===== src/rtl/exec_scheduler.sv =====
// Dispatch and writeback controller for a six-entry reservation station.
// Entries 0-2 feed one non-pipelined add/sub unit and entries 3-5 feed one
// non-pipelined mul/div unit. Each unit times its execution, then both units
// compete for the single common data bus, whose broadcast frees the RS slot.
module exec_scheduler #(
  parameter int ADD_LAT = 2,
  parameter int MUL_LAT = 4,
  parameter int DIV_LAT = 6
) (
  input  logic        Clock,
  input  logic        Resetn,
  input  logic [5:0]  rsBusy,
  input  logic [5:0]  rsReady,
  input  logic [17:0] rsOp,
  output logic        issueAS,
  output logic [2:0]  issueASTag,
  output logic        issueMD,
  output logic [2:0]  issueMDTag,
  output logic        cdbValid,
  output logic [2:0]  cdbTag,
  output logic [5:0]  rsFree,
  output logic [1:0]  fuBusy
);

  localparam logic [1:0] IDLE = 2'd0;
  localparam logic [1:0] EXEC = 2'd1;
  localparam logic [1:0] WB   = 2'd2;

  localparam logic GRANT_AS = 1'b0;
  localparam logic GRANT_MD = 1'b1;

  localparam int MAX_LAT = (ADD_LAT > MUL_LAT) ? ((ADD_LAT > DIV_LAT) ? ADD_LAT : DIV_LAT)
                                               : ((MUL_LAT > DIV_LAT) ? MUL_LAT : DIV_LAT);
  localparam int CW = $clog2(MAX_LAT) + 1;

  localparam logic [CW-1:0] ADD_CNT = CW'(ADD_LAT - 1);
  localparam logic [CW-1:0] MUL_CNT = CW'(MUL_LAT - 1);
  localparam logic [CW-1:0] DIV_CNT = CW'(DIV_LAT - 1);

  logic [1:0]    as_state, md_state;
  logic [CW-1:0] as_cnt, md_cnt;
  logic [2:0]    as_tag, md_tag;
  logic [5:0]    dispatched;
  logic          last_grant;

  logic [5:0]    cand;
  logic          as_hit, md_hit;
  logic [2:0]    as_idx, md_idx;
  logic [2:0]    md_op;
  logic [CW-1:0] md_lat;
  logic          as_issue, md_issue;
  logic          grant_as, grant_md;
  logic [5:0]    set_mask, clr_mask;
  logic          as_busy_nxt, md_busy_nxt;

  // The add/sub unit always runs ADD_LAT, so its opcode bits are never consulted.
  logic unused_as_op;
  assign unused_as_op = ^rsOp[8:0];

  // Candidate selection: lowest-index ready, undispatched entry in each group.
  always_comb begin
    cand   = rsBusy & rsReady & ~dispatched;
    as_hit = 1'b0;
    as_idx = 3'd0;
    md_hit = 1'b0;
    md_idx = 3'd0;
    md_op  = 3'd0;
    for (int i = 2; i >= 0; i--) begin
      if (cand[i]) begin
        as_hit = 1'b1;
        as_idx = 3'(i);
      end
    end
    for (int i = 5; i >= 3; i--) begin
      if (cand[i]) begin
        md_hit = 1'b1;
        md_idx = 3'(i);
        md_op  = rsOp[3*i +: 3];
      end
    end
    md_lat = (md_op == 3'b010) ? MUL_CNT : DIV_CNT;
  end

  // Issue decisions, CDB arbitration and the dispatched-mask updates they imply.
  always_comb begin
    as_issue = (as_state == IDLE) && as_hit;
    md_issue = (md_state == IDLE) && md_hit;
    grant_as = (as_state == WB) && ((md_state != WB) || (last_grant == GRANT_MD));
    grant_md = (md_state == WB) && !grant_as;
    set_mask = 6'd0;
    clr_mask = 6'd0;
    if (as_issue) set_mask = set_mask | (6'd1 << as_idx);
    if (md_issue) set_mask = set_mask | (6'd1 << md_idx);
    if (grant_as) clr_mask = 6'd1 << as_tag;
    if (grant_md) clr_mask = 6'd1 << md_tag;
    as_busy_nxt = as_issue || (as_state == EXEC) || ((as_state == WB) && !grant_as);
    md_busy_nxt = md_issue || (md_state == EXEC) || ((md_state == WB) && !grant_md);
  end

  // Add/sub unit FSM: issue, count down the execution latency, wait for the bus.
  always_ff @(posedge Clock or negedge Resetn) begin
    if (!Resetn) begin
      as_state <= IDLE;
      as_cnt   <= '0;
      as_tag   <= 3'd0;
    end else begin
      case (as_state)
        IDLE: if (as_issue) begin
          as_state <= EXEC;
          as_tag   <= as_idx;
          as_cnt   <= ADD_CNT;
        end
        EXEC: if (as_cnt == '0) as_state <= WB;
              else as_cnt <= as_cnt - 1'b1;
        WB:   if (grant_as) as_state <= IDLE;
        default: as_state <= IDLE;
      endcase
    end
  end

  // Mul/div unit FSM: latency is chosen from the opcode sampled at issue.
  always_ff @(posedge Clock or negedge Resetn) begin
    if (!Resetn) begin
      md_state <= IDLE;
      md_cnt   <= '0;
      md_tag   <= 3'd0;
    end else begin
      case (md_state)
        IDLE: if (md_issue) begin
          md_state <= EXEC;
          md_tag   <= md_idx;
          md_cnt   <= md_lat;
        end
        EXEC: if (md_cnt == '0) md_state <= WB;
              else md_cnt <= md_cnt - 1'b1;
        WB:   if (grant_md) md_state <= IDLE;
        default: md_state <= IDLE;
      endcase
    end
  end

  // Dispatched mask and round-robin memory of the last bus winner.
  always_ff @(posedge Clock or negedge Resetn) begin
    if (!Resetn) begin
      dispatched <= 6'd0;
      last_grant <= GRANT_MD;
    end else begin
      dispatched <= (dispatched | set_mask) & ~clr_mask;
      if (grant_as)      last_grant <= GRANT_AS;
      else if (grant_md) last_grant <= GRANT_MD;
    end
  end

  // Registered outputs: one-cycle issue and broadcast pulses plus unit status.
  always_ff @(posedge Clock or negedge Resetn) begin
    if (!Resetn) begin
      issueAS    <= 1'b0;
      issueASTag <= 3'd0;
      issueMD    <= 1'b0;
      issueMDTag <= 3'd0;
      cdbValid   <= 1'b0;
      cdbTag     <= 3'd0;
      rsFree     <= 6'd0;
      fuBusy     <= 2'b00;
    end else begin
      issueAS  <= as_issue;
      issueMD  <= md_issue;
      cdbValid <= grant_as || grant_md;
      rsFree   <= clr_mask;
      fuBusy   <= {md_busy_nxt, as_busy_nxt};
      if (as_issue) issueASTag <= as_idx;
      if (md_issue) issueMDTag <= md_idx;
      if (grant_as)      cdbTag <= as_tag;
      else if (grant_md) cdbTag <= md_tag;
    end
  end

endmodule


===== config.mk =====
export PLATFORM = sky130hd
export DESIGN_NAME = exec_scheduler
export DESIGN_NICKNAME = d
export VERILOG_FILES = /design/src/rtl/exec_scheduler.sv
export SDC_FILE = /design/constraint.sdc
export NUM_CORES = 1
export LEC_CHECK = 0
export CAP_MARGIN = 20
export CORE_MARGIN = 10
export CORE_UTILIZATION = 35
export CTS_CLUSTER_DIAMETER = 120
export DETAILED_ROUTE_END_ITERATION = 8
export GPL_TIMING_DRIVEN = 0
export HOLD_SLACK_MARGIN = 0.03
export PLACE_DENSITY = 0.64
export SYNTH_ARGS = -nofsm -noshare
export SYNTH_HDL_FRONTEND = slang
export SYNTH_SLANG_ARGS = --single-unit

===== constraint.sdc =====
create_clock -name Clock -period 2.15 [get_ports Clock]
set_input_delay 0.215 -clock Clock [delete_from_list [all_inputs] [get_ports Clock]]
set_output_delay 0.215 -clock Clock [all_outputs]
set_load 0.05 [all_outputs]

==> results.md <==
* Outcome: complete, no violations
* Utilization after layout at 48.1%
* CTS tree: done
* Clock Sinks at 41
* Initial Util at a little over a third
* HPWL after DPL at between 3 and 4 mm
* Worst reg2reg path startpoint: as_cnt[0]
* Diodes inserted at 0
* Cts bufs inserted at 5
* Crit share post-route at 85.6%
* Yosys top cell area share at 53.0%
* Max-Cap Viols at 0
* Crit path DAT at a little over 2000 ps
* Post-route ant nets at 0
* Routed length per instance at around 13 µm
* Slew margin rel. at 41.8%
* Asr flop ratio synth at 100%
* Post-synth top area cell: dfrtp_1
* Most common cell in the synthesized netlist: dfrtp_1
* Area grow syn2layout at 31.8%
* Nets at roughly 260
* First-pass GRT wire length at 6.99 mm
* RSZ-0062 raised after global routing: false
* DR iter-0 viols at between 50 and 60
* CP endpoint kind: flop
* Initial antenna violation count at 0
* DP Area at 2380 µm²
* Via count at ~1500
* Die width at 93.4 µm
* DRC violations left at 0
* Hold Path Class: in -> async
* Largest net degree at the start of global routing at 42
* Syn Inst Count at 181
* Critical path type: reg -> reg
* CP cell instances: inv_1, ha_1, or3b_1, and2_1, nor2_1, mux2_1
* Die area at 8730 µm²
* CTS H-tree lvls at 2
* CP Launch Type: flop
* CP max FO at 4
* Worst vdd ir at approximately 0.00048 V
* Die Y-Extent at 93.4 µm
* Pins over their slew limit at 0
* Worst skew pair latency at around 290 ps
* Final WS setup at 309 ps
* Finished Cell Area at around 2500 µm²
* Worst path max stage delay at 400 ps
* I/O pin total at 52
* Vias in the first global route at 1530
* Final number of hold-violating endpoints at 0
* Leakage power at ~1.1 nW
* Place WS at 151 ps
* Final wirelength at approximately 4 mm
* Slowest library cell on the worst path: dfrtp_1
* Mean Syn Cell Area at approximately 10 µm²
* Core area at 5170 µm²
* Skew final at ~9.4 ps
* CTS Buffer Depth at 2
* # setup viols final at 0
* Syn_nets at 216
* Root cell of the clock tree: clkbuf_8
* Unique masters post-synth at 49
* Post-CTS Resized at 0
* DR pass1 iterations at 4
* Worst reg2reg path depth at 6
* Warnings from Yosys at 0
* Row count at 26
* Min cycle time layout at 1840 ps
* Synth Register Bits at between 40 and 50
* R2r setup slk at 310 ps
* Top post-synthesis cells by area: dfrtp_1, nand2_1, nor2_1, nand3_1, and3b_1
* Final GP Congestion at 0.830
* Overflow after GRT at 0
* Post-CTS Setup Inserts at 0
* Worst EP required at about 2300 ps
* Total track usage at a little under 10%
* R2r endpoint: as_cnt[1]
* CTS Hold Bufs at 0
* EDFF count, synth at 0
* Top cells by count, synth: dfrtp_1, nand2_1, nor2_1
* Buffers on Ports at 41
* Main synth FF type: dfrtp_1
* Pwr Density at 1400 nW/µm²
* Worst slew pin tran at slightly below 900 ps
* Register area share after synthesis at 54.4%
* Via density at 4.92
* Fmax at 543 MHz
* Layout cell share with drive strength beyond 1 at 8.26%
* Cell Area, Synth at 1890 µm²
* Clk slew on worst S/H paths at roughly 80 ps
-- power breakdown --
part	internal (mW)	total [mW]	switching [mW]
clock	0.344	0.600	0.255
combinational	0.645	1.57	0.926
sequential	1.07	1.30	0.232
-- critical path, delay by kind of cell, from the launching register on --
kind	cells	cell delay [ps]
fa+ha+maj	1	140
buf+inv	1	90
flops	1	400
mux	1	330
simple gates	3	760
-- final cells by class --
class	instances	area [µm²]
Inverter	11	41.3
Buffer	2	12.5
Multi-Input combinational cell	127	807
Tap cell	70	87.6
Clock inverter	2	35.0
Sequential cell	41	1030
Clock buffer	6	72.6
Timing Repair Buffer	41	405
Fill cell	497	2680
-- sequential cells by signal, indices dropped and copies added, names as in the netlist, 2 cells and up --
signal	cells
as_cnt	4
as_state	2
cdbTag	3
dispatched	6
fuBusy	2
issueASTag	2
issueMDTag	3
md_cnt	4
md_state	2
md_tag	3
rsFree	6
-- routing by layer --
layer,share of wire (%),vias to the layer above,GRT usage [%]
li1,-,739,-
met1,42,707,11.5
met2,50,28,16.1
met3,6.7,3,3.68
met4,0.83,0,2.70
met5,0,-,0
-- layout by cell type (no fill, tap or decap), drive strengths merged, types with 5 or more instances in the layout --
cell type      instances
o21ai                  6
dfrtp                 40
clkbuf                 6
inv                   11
nand3                 10
and3b                  6
nor2                  19
nand2                 21
nor3                   6
nor2b                  5
clkdlybuf4s50         40
-- worst max-delay path by stage --
stage	startpoint	end	slack, ps	depth (start not counted)
2_1_floorplan	as_cnt[0]	as_cnt[1]	430	6
5_1_grt	as_cnt[0]	as_cnt[1]	200	6
6_report	as_cnt[0]	as_cnt[1]	310	6
3_3_place_gp	Resetn	issueMD	-150	1
4_1_cts	as_cnt[0]	as_cnt[1]	310	6
3_5_place_dp	rsReady[4]	md_cnt[0]	150	6
-- metrics by stage --
stage | setup TNS [ps] | cells | hold slack [ps] | total power, mW
floorplan | 0 | 181 | -80.6 | 2.42
global placement | -5800 | 292 | 460 | 2.87
detailed placement | 0 | 292 | 399 | 2.90
CTS | 0 | 300 | 74.4 | 3.51
global route | 0 | 300 | 115 | 3.74
finish | 0 | 300 | 38.6 | 3.47
-- cell families after synthesis --
logic type | count (synthesis) | synth area share (%)
muxes | 3 | 1.99
and+or+nand+nor | 87 | 24.7
other | 1 | 0.199
DFF | 41 | 54.4
adders and majority gates | 3 | 1.99
xor gates and xnor gates | 2 | 0.928
AOI/OAI and AO/OA | 31 | 12.9
buffers and inverters | 13 | 2.85
(Power assumes the default switching activity.)
